--- config.mk ---
export PLATFORM = sky130hd
export DESIGN_NAME = mem_bus_decoder_flat
export DESIGN_NICKNAME = d
export VERILOG_FILES = /design/src/rtl/mem_bus_decoder_pkg.sv /design/src/rtl/mem_bus_decoder_if.sv /design/src/rtl/mem_bus_decoder_addr_region_match.sv /design/src/rtl/mem_bus_decoder.sv /design/src/flat_wrapper.sv
export SDC_FILE = /design/constraint.sdc
export NUM_CORES = 1
export LEC_CHECK = 0
export ABC_AREA = 1
export BUFFER_PORTS_ARGS = -buffer_cell sky130_fd_sc_hd__buf_2
export CELL_PAD_IN_SITES_DETAIL_PLACEMENT = 1
export CELL_PAD_IN_SITES_GLOBAL_PLACEMENT = 2
export CORE_UTILIZATION = 25
export CTS_BUF_LIST = sky130_fd_sc_hd__clkbuf_16
export DETAILED_ROUTE_END_ITERATION = 8
export PLACE_DENSITY_LB_ADDON = 0.1
export SETUP_SLACK_MARGIN = 0.05
export SKIP_LAST_GASP = 1
export SLEW_MARGIN = 15
export SYNTH_ARGS = -nofsm -noshare
export SYNTH_HDL_FRONTEND = slang
export SYNTH_SLANG_ARGS = --single-unit
--- constraint.sdc ---
create_clock -name clk -period 1.7 [get_ports clk]
set_input_delay 0.085 -clock clk [delete_from_list [all_inputs] [get_ports clk]]
set_output_delay 0.085 -clock clk [all_outputs]
set_load 0.02 [all_outputs]
--- src/rtl/mem_bus_decoder_pkg.sv ---
// Shared types and constants for the data-bus decoder: FSM states, fault cause
// codes and the default RAM/CLINT region map.
package mem_decode_pkg;

  typedef enum logic [1:0] {
    ST_IDLE = 2'b00,
    ST_BUSY = 2'b01,
    ST_RESP = 2'b10
  } state_t;

  typedef enum logic [1:0] {
    CAUSE_NONE     = 2'b00,
    CAUSE_UNMAPPED = 2'b01,
    CAUSE_TIMEOUT  = 2'b10
  } cause_t;

  localparam logic [31:0] RAM_BASE   = 32'h0000_0000;
  localparam logic [31:0] RAM_MASK   = 32'hFFFF_0000;
  localparam logic [31:0] CLINT_BASE = 32'hFFFF_0000;
  localparam logic [31:0] CLINT_MASK = 32'hFFFF_FFE0;

endpackage

--- src/rtl/mem_bus_decoder_if.sv ---
// Core-side load/store port of the decoder: request handshake plus the
// single-cycle response. The core is the master, the decoder the slave.
interface mem_bus_decoder_if #(
  parameter int unsigned ADDR_W = 32,
  parameter int unsigned DATA_W = 32
) ();

  logic                  req_valid;
  logic                  req_ready;
  logic                  req_we;
  logic [ADDR_W-1:0]     req_addr;
  logic [DATA_W-1:0]     req_wdata;
  logic [DATA_W/8-1:0]   req_be;
  logic                  rsp_valid;
  logic [DATA_W-1:0]     rsp_rdata;
  logic                  rsp_err;

  modport master (
    output req_valid, req_we, req_addr, req_wdata, req_be,
    input  req_ready, rsp_valid, rsp_rdata, rsp_err
  );

  modport slave (
    input  req_valid, req_we, req_addr, req_wdata, req_be,
    output req_ready, rsp_valid, rsp_rdata, rsp_err
  );

endinterface

--- src/rtl/mem_bus_decoder_addr_region_match.sv ---
// Combinational N-way base/mask compare; the lowest matching region index wins.
module addr_region_match
  import mem_decode_pkg::*;
#(
  parameter int unsigned                    NUM_REGIONS = 3,
  parameter int unsigned                    ADDR_W      = 32,
  parameter logic [NUM_REGIONS*ADDR_W-1:0]  REGION_BASE = '0,
  parameter logic [NUM_REGIONS*ADDR_W-1:0]  REGION_MASK = '0,
  parameter int unsigned                    IDX_W       = 2
) (
  input  logic [ADDR_W-1:0] addr,
  output logic              hit,
  output logic [IDX_W-1:0]  idx
);

  always_comb begin
    hit = 1'b0;
    idx = '0;
    for (int unsigned k = 0; k < NUM_REGIONS; k++) begin
      if (!hit && ((addr & REGION_MASK[k*ADDR_W +: ADDR_W]) ==
                   REGION_BASE[k*ADDR_W +: ADDR_W])) begin
        hit = 1'b1;
        idx = IDX_W'(k);
      end
    end
  end

endmodule

--- src/rtl/mem_bus_decoder.sv ---
// Single-master data-bus decoder: one outstanding access, one-hot slave select,
// error response and sticky fault capture for unmapped accesses.
// Optional BUSY timeout enabled by defining MEM_DECODE_TIMEOUT_EN.
module mem_bus_decoder
  import mem_decode_pkg::*;
#(
  parameter int unsigned                   NUM_REGIONS    = 3,
  parameter int unsigned                   ADDR_W         = 32,
  parameter int unsigned                   DATA_W         = 32,
  parameter logic [NUM_REGIONS*ADDR_W-1:0] REGION_BASE    = {32'h8000_0100, CLINT_BASE, RAM_BASE},
  parameter logic [NUM_REGIONS*ADDR_W-1:0] REGION_MASK    = {32'hFFFF_FF00, CLINT_MASK, RAM_MASK},
  parameter int unsigned                   TIMEOUT_CYCLES = 255
) (
  input  logic                          clk,
  input  logic                          rst_n,
  mem_bus_decoder_if.slave              core,
  output logic [NUM_REGIONS-1:0]        s_sel,
  output logic                          s_we,
  output logic [ADDR_W-1:0]             s_addr,
  output logic [DATA_W-1:0]             s_wdata,
  output logic [DATA_W/8-1:0]           s_be,
  input  logic [NUM_REGIONS-1:0]        s_ack,
  input  logic [NUM_REGIONS*DATA_W-1:0] s_rdata,
  output logic                          fault_valid,
  output logic [ADDR_W-1:0]             fault_addr,
  output logic                          fault_we,
  output logic [1:0]                    fault_cause,
  input  logic                          fault_clr,
  output logic [7:0]                    err_count
);

  localparam int unsigned IDX_W = (NUM_REGIONS > 1) ? $clog2(NUM_REGIONS) : 1;
  localparam int unsigned BE_W  = DATA_W / 8;

  if (NUM_REGIONS < 1 || NUM_REGIONS > 8) begin : g_bad_regions
    $error("NUM_REGIONS must be in 1..8");
  end
  if (TIMEOUT_CYCLES < 1 || TIMEOUT_CYCLES > 255) begin : g_bad_timeout
    $error("TIMEOUT_CYCLES must be in 1..255");
  end

  state_t              state_q, state_d;
  logic [ADDR_W-1:0]   addr_q, addr_d;
  logic [DATA_W-1:0]   wdata_q, wdata_d;
  logic [BE_W-1:0]     be_q, be_d;
  logic                we_q, we_d;
  logic [IDX_W-1:0]    idx_q, idx_d;
  logic                err_q, err_d;
  cause_t              cause_q, cause_d;
  logic [DATA_W-1:0]   rdata_q, rdata_d;
  logic                fault_valid_q, fault_valid_d;
  logic [ADDR_W-1:0]   fault_addr_q, fault_addr_d;
  logic                fault_we_q, fault_we_d;
  cause_t              fault_cause_q, fault_cause_d;
  logic [7:0]          err_cnt_q, err_cnt_d;
`ifdef MEM_DECODE_TIMEOUT_EN
  localparam logic [7:0] TMO_LAST = 8'(TIMEOUT_CYCLES - 1);
  logic [7:0]          tmo_cnt_q, tmo_cnt_d;
`endif

  logic                match_hit;
  logic [IDX_W-1:0]    match_idx;
  logic                ack_sel;
  logic [DATA_W-1:0]   rdata_sel;
  logic                err_rsp;

  addr_region_match #(
    .NUM_REGIONS (NUM_REGIONS),
    .ADDR_W      (ADDR_W),
    .REGION_BASE (REGION_BASE),
    .REGION_MASK (REGION_MASK),
    .IDX_W       (IDX_W)
  ) u_match (
    .addr (core.req_addr),
    .hit  (match_hit),
    .idx  (match_idx)
  );

  // Only the selected slave's ack and data are looked at; others are ignored.
  always_comb begin
    ack_sel   = 1'b0;
    rdata_sel = '0;
    for (int unsigned k = 0; k < NUM_REGIONS; k++) begin
      if (idx_q == IDX_W'(k)) begin
        ack_sel   = s_ack[k];
        rdata_sel = s_rdata[k*DATA_W +: DATA_W];
      end
    end
  end

  assign err_rsp = (state_q == ST_RESP) && err_q;

  always_comb begin
    state_d       = state_q;
    addr_d        = addr_q;
    wdata_d       = wdata_q;
    be_d          = be_q;
    we_d          = we_q;
    idx_d         = idx_q;
    err_d         = err_q;
    cause_d       = cause_q;
    rdata_d       = rdata_q;
    fault_valid_d = fault_valid_q;
    fault_addr_d  = fault_addr_q;
    fault_we_d    = fault_we_q;
    fault_cause_d = fault_cause_q;
    err_cnt_d     = err_cnt_q;
`ifdef MEM_DECODE_TIMEOUT_EN
    tmo_cnt_d     = tmo_cnt_q;
`endif

    case (state_q)
      ST_IDLE: begin
        if (core.req_valid) begin
          addr_d  = core.req_addr;
          wdata_d = core.req_wdata;
          be_d    = core.req_be;
          we_d    = core.req_we;
          idx_d   = match_idx;
          rdata_d = '0;
          if (match_hit) begin
            err_d   = 1'b0;
            state_d = ST_BUSY;
`ifdef MEM_DECODE_TIMEOUT_EN
            tmo_cnt_d = '0;
`endif
          end else begin
            err_d   = 1'b1;
            cause_d = CAUSE_UNMAPPED;
            state_d = ST_RESP;
          end
        end
      end
      ST_BUSY: begin
        if (ack_sel) begin
          rdata_d = we_q ? '0 : rdata_sel;
          state_d = ST_RESP;
`ifdef MEM_DECODE_TIMEOUT_EN
        end else if (tmo_cnt_q == TMO_LAST) begin
          err_d   = 1'b1;
          cause_d = CAUSE_TIMEOUT;
          state_d = ST_RESP;
        end else begin
          tmo_cnt_d = tmo_cnt_q + 8'd1;
`endif
        end
      end
      ST_RESP: state_d = ST_IDLE;
      default: state_d = ST_IDLE;
    endcase

    // A clear coinciding with a new error lets the new error through.
    if (err_rsp && (!fault_valid_q || fault_clr)) begin
      fault_valid_d = 1'b1;
      fault_addr_d  = addr_q;
      fault_we_d    = we_q;
      fault_cause_d = cause_q;
    end else if (fault_clr) begin
      fault_valid_d = 1'b0;
      fault_addr_d  = '0;
      fault_we_d    = 1'b0;
      fault_cause_d = CAUSE_NONE;
    end

    if (err_rsp && (err_cnt_q != 8'hFF)) begin
      err_cnt_d = err_cnt_q + 8'd1;
    end
  end

  always_ff @(posedge clk or negedge rst_n) begin
    if (!rst_n) begin
      state_q       <= ST_IDLE;
      addr_q        <= '0;
      wdata_q       <= '0;
      be_q          <= '0;
      we_q          <= 1'b0;
      idx_q         <= '0;
      err_q         <= 1'b0;
      cause_q       <= CAUSE_NONE;
      rdata_q       <= '0;
      fault_valid_q <= 1'b0;
      fault_addr_q  <= '0;
      fault_we_q    <= 1'b0;
      fault_cause_q <= CAUSE_NONE;
      err_cnt_q     <= '0;
`ifdef MEM_DECODE_TIMEOUT_EN
      tmo_cnt_q     <= '0;
`endif
    end else begin
      state_q       <= state_d;
      addr_q        <= addr_d;
      wdata_q       <= wdata_d;
      be_q          <= be_d;
      we_q          <= we_d;
      idx_q         <= idx_d;
      err_q         <= err_d;
      cause_q       <= cause_d;
      rdata_q       <= rdata_d;
      fault_valid_q <= fault_valid_d;
      fault_addr_q  <= fault_addr_d;
      fault_we_q    <= fault_we_d;
      fault_cause_q <= fault_cause_d;
      err_cnt_q     <= err_cnt_d;
`ifdef MEM_DECODE_TIMEOUT_EN
      tmo_cnt_q     <= tmo_cnt_d;
`endif
    end
  end

  always_comb begin
    s_sel = '0;
    for (int unsigned k = 0; k < NUM_REGIONS; k++) begin
      s_sel[k] = (state_q == ST_BUSY) && (idx_q == IDX_W'(k));
    end
  end

  assign s_we           = (state_q == ST_BUSY) && we_q;
  assign s_addr         = addr_q;
  assign s_wdata        = wdata_q;
  assign s_be           = be_q;
  assign core.req_ready = (state_q == ST_IDLE);
  assign core.rsp_valid = (state_q == ST_RESP);
  assign core.rsp_err   = err_rsp;
  assign core.rsp_rdata = rdata_q;
  assign fault_valid    = fault_valid_q;
  assign fault_addr     = fault_addr_q;
  assign fault_we       = fault_we_q;
  assign fault_cause    = fault_cause_q;
  assign err_count      = err_cnt_q;

endmodule

--- src/flat_wrapper.sv ---
// flat-port wrapper written by rule: the top's interface ports become plain ports
module mem_bus_decoder_flat import mem_decode_pkg::*;
#(
  parameter int unsigned                   NUM_REGIONS    = 3,
  parameter int unsigned                   ADDR_W         = 32,
  parameter int unsigned                   DATA_W         = 32,
  parameter logic [NUM_REGIONS*ADDR_W-1:0] REGION_BASE    = {32'h8000_0100, CLINT_BASE, RAM_BASE},
  parameter logic [NUM_REGIONS*ADDR_W-1:0] REGION_MASK    = {32'hFFFF_FF00, CLINT_MASK, RAM_MASK},
  parameter int unsigned                   TIMEOUT_CYCLES = 255
)
  (clk, rst_n, s_sel, s_we, s_addr, s_wdata, s_be, s_ack, s_rdata, fault_valid, fault_addr, fault_we, fault_cause, fault_clr, err_count, core_req_valid, core_req_we, core_req_addr, core_req_wdata, core_req_be, core_req_ready, core_rsp_valid, core_rsp_rdata, core_rsp_err);
  mem_bus_decoder_if #(.ADDR_W(ADDR_W), .DATA_W(DATA_W)) core_i ();
  input  logic clk;
  input  logic rst_n;
  output logic [NUM_REGIONS-1:0] s_sel;
  output logic s_we;
  output logic [ADDR_W-1:0] s_addr;
  output logic [DATA_W-1:0] s_wdata;
  output logic [DATA_W/8-1:0] s_be;
  input  logic [NUM_REGIONS-1:0] s_ack;
  input  logic [NUM_REGIONS*DATA_W-1:0] s_rdata;
  output logic fault_valid;
  output logic [ADDR_W-1:0] fault_addr;
  output logic fault_we;
  output logic [1:0] fault_cause;
  input  logic fault_clr;
  output logic [7:0] err_count;
  input wire logic [$bits(core_i.req_valid)-1:0] core_req_valid;
  input wire logic [$bits(core_i.req_we)-1:0] core_req_we;
  input wire logic [$bits(core_i.req_addr)-1:0] core_req_addr;
  input wire logic [$bits(core_i.req_wdata)-1:0] core_req_wdata;
  input wire logic [$bits(core_i.req_be)-1:0] core_req_be;
  output wire logic [$bits(core_i.req_ready)-1:0] core_req_ready;
  output wire logic [$bits(core_i.rsp_valid)-1:0] core_rsp_valid;
  output wire logic [$bits(core_i.rsp_rdata)-1:0] core_rsp_rdata;
  output wire logic [$bits(core_i.rsp_err)-1:0] core_rsp_err;
  assign core_i.req_valid = core_req_valid;
  assign core_i.req_we = core_req_we;
  assign core_i.req_addr = core_req_addr;
  assign core_i.req_wdata = core_req_wdata;
  assign core_i.req_be = core_req_be;
  assign core_req_ready = core_i.req_ready;
  assign core_rsp_valid = core_i.rsp_valid;
  assign core_rsp_rdata = core_i.rsp_rdata;
  assign core_rsp_err = core_i.rsp_err;
  mem_bus_decoder #(.NUM_REGIONS(NUM_REGIONS), .ADDR_W(ADDR_W), .DATA_W(DATA_W), .REGION_BASE(REGION_BASE), .REGION_MASK(REGION_MASK), .TIMEOUT_CYCLES(TIMEOUT_CYCLES)) u_core (.clk(clk), .rst_n(rst_n), .core(core_i), .s_sel(s_sel), .s_we(s_we), .s_addr(s_addr), .s_wdata(s_wdata), .s_be(s_be), .s_ack(s_ack), .s_rdata(s_rdata), .fault_valid(fault_valid), .fault_addr(fault_addr), .fault_we(fault_we), .fault_cause(fault_cause), .fault_clr(fault_clr), .err_count(err_count));
endmodule
Yosys cells after proc, flatten, opt, wreduce, memory -nomap -nowiden
Index checks and enable logic that the tools add are counted.
W data, S select, Z words.
{ "word_totals": {"register_bits": 151, "out_inout_bits": 151, "word_cells": 74} }
{ "op_classes": {"add_sub_neg": 1, "eq_ne": 9, "mux": 27, "bitwise_logic": 1, "reduce_logical": 22} }
{ "op_table": {"columns": ["cell", "count"], "rows": [
  ["$mux W32", 8],
  ["$pmux W32 S2", 1],
  ["$logic_not A32 Y1", 1],
  ["$eq A27 B27 Y1 const B", 1],
  ["$eq A24 B24 Y1 const B", 1],
  ["$mux W2", 6],
  ["$mux W1", 11],
  ["$logic_and A1 B1 Y1", 9],
  ["$add A8 B1 Y8 const B", 1],
  ["$ne A8 B8 Y1 const B", 1],
  ["$reduce_and A3 Y1", 2],
  ["$eq A2 B1 Y1 const B", 2],
  ["$eq A2 B2 Y1 const B", 2],
  ["$logic_not A2 Y1", 2],
  ["$pmux W2 S2", 1],
  ["$reduce_and A2 Y1", 2],
  ["$reduce_bool A2 Y1", 2],
  ["$logic_not A1 Y1", 3],
  ["$ne A2 B1 Y1 const B", 1],
  ["$ne A2 B2 Y1 const B", 1],
  ["$logic_or A1 B1 Y1", 1],
  ["$not A1 Y1", 1]
]} }

Logic depth before layout (Yosys ltp)
{ "depth": {"depth_word": 11, "depth_mapped": 11} }

By module
Synthesis repeated with hierarchy kept, for this count alone.
{ "unflattened": {"cells_unflattened": 893, "area_unflattened_um2": 6929.1} }
{ "by_module_without_submodules": {"columns": ["mod", "instances", "cells_each", "area_each_um2"], "rows": [
  ["mem_bus_decoder", 1, 833, 6665.1],
  ["addr_region_match", 1, 60, 264.0]
]} }

Worst setup path before layout
No wires, ideal clock.
{ "synth_path": {"path_type": "register to register", "start": "register u_core.state_q[0]", "end": "register u_core.be_q[0] (netlist: u_core.s_be[0])", "arrival_ns": 1.513, "required_time_ns": 1.634, "slack_ns": 0.121, "path_stages_with_launch": 8, "cell_sequence": "dfrtp_1 -> nor2_1 -> nand2_1 -> inv_2 -> buf_2 -> buf_2 -> nand2_1 -> nand2_1"} }
{ "synth_via": {"elab_chain_cells": 2} }
{ "synth_lines": {"columns": ["item", "line_no", "source"], "rows": [
  ["start: declaration", "mem_bus_decoder.sv:42", "state_t state_q, state_d;"],
  ["start signal: assignment", "mem_bus_decoder.sv:190", "state_q <= state_d;"],
  ["$logic_not A2 Y1", null, null],
  ["via core_req_ready", "flat_wrapper.sv:33", "output wire logic [$bits(core_i.req_ready)-1:0] core_req_ready;"],
  ["$reduce_and A2 Y1 (no source line)", null, null],
  ["end signal: assignment", "mem_bus_decoder.sv:175", "be_q <= '0;"],
  ["end signal: assignment", "mem_bus_decoder.sv:193", "be_q <= be_d;"],
  ["end: declaration", "mem_bus_decoder.sv:45", "logic [BE_W-1:0] be_q, be_d;"]
]} }
The timed path passes the listed nets, and every way through them passes these cells.
A chain may end at the register's enable or synchronous reset.

Final worst setup path
{ "layout_path": {"start": "register u_core.state_q[0]", "end": "output core_rsp_err"} }
{ "layout_via": {"elab_chain_cells": 2} }
{ "layout_lines": {"columns": ["item", "line_no", "source"], "rows": [
  ["$eq A2 B2 Y1", "mem_bus_decoder.sv:91", "assign err_rsp = (state_q == ST_RESP) && err_q;"],
  ["$logic_and A1 B1 Y1", "mem_bus_decoder.sv:91", null],
  ["end: declaration", "flat_wrapper.sv:36", "output wire logic [$bits(core_i.rsp_err)-1:0] core_rsp_err;"]
]} }
Every way passes these cells.

==> results.py <==
metrics = {
    "floorplanning": {
        "initial_core_util_pct": 25.55,
        "dieHeight_um": 165.2,
        "die_area_sq_um": 27290,
        "core_sq_um": 26060,
        "boundaryPins": 323,
        "die_x_um": 165.2,
        "rows": 59,
    },
    "power_and_ir_drop": {
        "p_int_mw": 6.922,
        "irDropWorstVdd_mv": 0.4471,
        "power_switching_share_pct": 31.64,
        "p_sw_mw": 3.204,
        "p_comb_share_pct": 20.4,
        "power.share.sequential_pct": 41.3,
        "cellLeakagePower_nw": 5.669,
        "p_per_area_nw_per_um2": 993.4,
        "power.total_mw": 10.13,
        "p_clk_share_pct": 38.4,
    },
    "setup_path": {
        "cp-end-kind": "primary output",
        "reg2reg_slack_ns": 0.19,
        "reg2reg_from": "u_core.err_count[0]",
        "cp_max_fo": 14,
        "cp_data_required_time_ns": 1.62,
        "critPathArrivalTime_ns": 1.52,
        "reg2reg_depth": 9,
        "critPathMaxStageDelay_ns": 0.41,
        "cpMaxStageDelayCell": "dfrtp_1",
        "worstPathCellList": "inv_2 -> and3_2 -> buf_6 -> buf_2",
        "crit_type": "reg -> out",
        "crit_path_start_kind": "register",
        "r2r-end": "u_core.err_count[5]",
    },
    "sta": {
        "slew_viol_final": 0,
        "grt_setup_unrepaired": "true",
        "tns_ns": 0,
        "finalClockSkew_ns": 0.01488,
        "hold_violations": 0,
        "worst_slack_ns": 0.09187,
        "fmax_mhz": 621.8,
        "post-route-period-util_pct": 94.60,
        "finalSetupViolations": 0,
        "period_needed_ns": 1.608,
    },
    "yosys": {
        "ys_types": 24,
        "avgSynthCellArea_sq_um": 7.946,
        "synth_edf_count": 0,
        "synth.yosys.seq_area_share_pct": 56.37,
        "syn_area_sq_um": 6659,
        "yosysWarnings": 0,
        "synthFlopType": "dfrtp_1",
        "synthArstFlopShare_pct": 100.0,
        "synth-seq-cells": 150,
        "syn_inst": 838,
        "synthesis.nets": 1011,
    },
    "placement": {
        "place_congestion": 0.7311,
        "pre_cts_slack_ns": 0.1868,
        "hpwl_mm": 18.04,
        "portBuffers": 321,
    },
    "detailed_routing": {
        "wl_mm": 24.86,
        "routedWlPerCell_um": 15.65,
        "first_pass_iters": 4,
        "num_vias": 6910,
        "drt-initial-drc-count": 414,
        "remaining_drc_errors": 0,
        "postRouteAntennaNets": 0,
        "avgViaCountPerCell": 4.351,
    },
    "outcome": {
        "status": "finished clean",
    },
    "global_route": {
        "grt.total_usage_pct": 18.20,
        "antenna_found_initial": 1,
        "grt_overflow": 0,
        "grt_max_degree": 47,
        "grt_pass1_wl_mm": 38.34,
        "grt_pass1_vias": 7022,
    },
    "clock_tree": {
        "path_clk_slew_ns": 0.06,
        "cts_sinks": 150,
        "cts_tree": "yes",
        "root_buffer": "clkbuf_16",
        "clock_latency_ns": 0.42,
        "cts_buffers": 17,
        "cts_htree_levels": 4,
        "cts_buffer_depth": 2,
    },
    "finish": {
        "nets": 1413,
        "antenna_cells": 0,
        "layout_commonest_cell": "nand2_1",
        "drive_above_1_share_pct": 31.44,
        "layout_common_cells": "nand2_1 (364), buf_2 (319), dfrtp_1 (150)",
        "syn2layout_area_growth_pct": 53.08,
    },
    "min_path": {
        "hold_path.class": "in -> reg",
        "hold_start": "s_rdata[89]",
        "min_delay_path_depth": 5,
        "min_to": "u_core.core.rsp_rdata[25]",
    },
    "job": {
        "cap_violations": 0,
    },
}
[sequential cells by signal, indices dropped and copies added, names as in the netlist, 2 cells and up]
register	flops
u_core.s_wdata	32
u_core.state_q	2
u_core.core.rsp_rdata	32
u_core.idx_q	2
u_core.s_be	4
u_core.s_addr	32
u_core.err_count	8
u_core.fault_addr	32
[power groups by stage]
stage	Clock [mW]	Combinational, mW	Sequential (mW)
2_1_floorplan	0	0.563	4.67
3_3_place_gp	0	1.93	4.24
3_5_place_dp	0	1.94	4.25
4_1_cts	4.02	2.10	4.18
5_1_grt	4.13	2.28	4.23
6_report	3.88	2.06	4.18
[repair_timing]
action	4_1_cts	5_1_grt
hold endpoints to repair	225	0
endpoints found under the setup margin	1	8
gates cloned	0	0
buffers inserted	0	2
hold buffers	80	0
resized for setup	2	3
[layout make-up]
type	instances	area, sq um
inverters	46	172.7
repair buffers	429	2718
fillers	3224	15870
multi-input cells	596	2535
flip-flops and latches	150	3754
clock inverters	15	170.2
clock buffers	17	425.4
well taps	335	419.2
[kinds of logic (layout without fill, tap and decap cells)]
family / count (synthesis) / after routing / share of synthesized area (%)
AOI/OAI and AO/OA: 59 / 59 / 4.434
xor gates and xnor gates: 6 / 6 / 0.7892
adders and majority gates: 1 / 1 / 0.1879
buffers and inverters: 92 / 507 / 5.806
DFF: 150 / 150 / 56.37
other: 1 / 1 / 0.05632
and+or+nand+nor: 529 / 529 / 32.36
[synth_stat cells (2+ instances only)]
library cell	n	area share [%]
buf_1	2	0.11
buf_2	12	0.90
buf_4	5	0.56
clkbuf_1	26	1.5
dfrtp_1	150	56
inv_1	39	2.2
inv_2	6	0.34
nand2_1	366	21
nand3_1	120	9.0
nor2_1	36	2.0
nor3_1	3	0.23
o21ai_0	36	2.7
o21ai_1	22	1.7
xor2_1	5	0.66
[worst max-delay path by stage]
| stage | end | depth (start not counted) | start | slack [ns] |
|---|---|---|---|---|
| 6_report | core_rsp_err | 4 | u_core.state_q[0] | 0.09 |
| 5_1_grt | s_sel[0] | 4 | u_core.state_q[1] | 0.01 |
| 4_1_cts | core_rsp_err | 4 | u_core.state_q[0] | 0.06 |
| 3_5_place_dp | u_core.err_count[7] | 9 | u_core.err_count[0] | 0.19 |
| 3_3_place_gp | u_core.err_count[7] | 9 | u_core.err_count[0] | 0.25 |
| 2_1_floorplan | u_core.s_be[0] | 7 | u_core.state_q[0] | 0.12 |
[critical path, delay by kind of cell, from the launching register on]
| family | cells | cell delay, ns |
|---|---|---|
| buffers and inverters | 3 | 0.44 |
| DFF | 1 | 0.41 |
| and+or+nand+nor | 1 | 0.26 |
[through the flow]
step / cells / instance area, sq um / utilization [%] / hold WS [ns]
finish: 1588 / 10190 / 39.12 / 0.009304
global route: 1588 / 10190 / 39.12 / 0.02487
CTS: 1586 / 10170 / 39.03 / 0.00006806
detailed placement: 1474 / 8770 / 33.65 / 0.02581
global placement: 1474 / 8770 / 33.65 / 0.02440
floorplan: 838 / 6659 / - / -0.2106
[layer usage]
layer	vias up	wire length, um	global-route usage [%]
li1	3434	-	-
met2	189	11800	29.59
met1	3264	11280	24.01
met4	2	314	5.129
met5	-	8	0
met3	21	1457	4.246
Note: power is estimated with default switching activity, not from simulation.
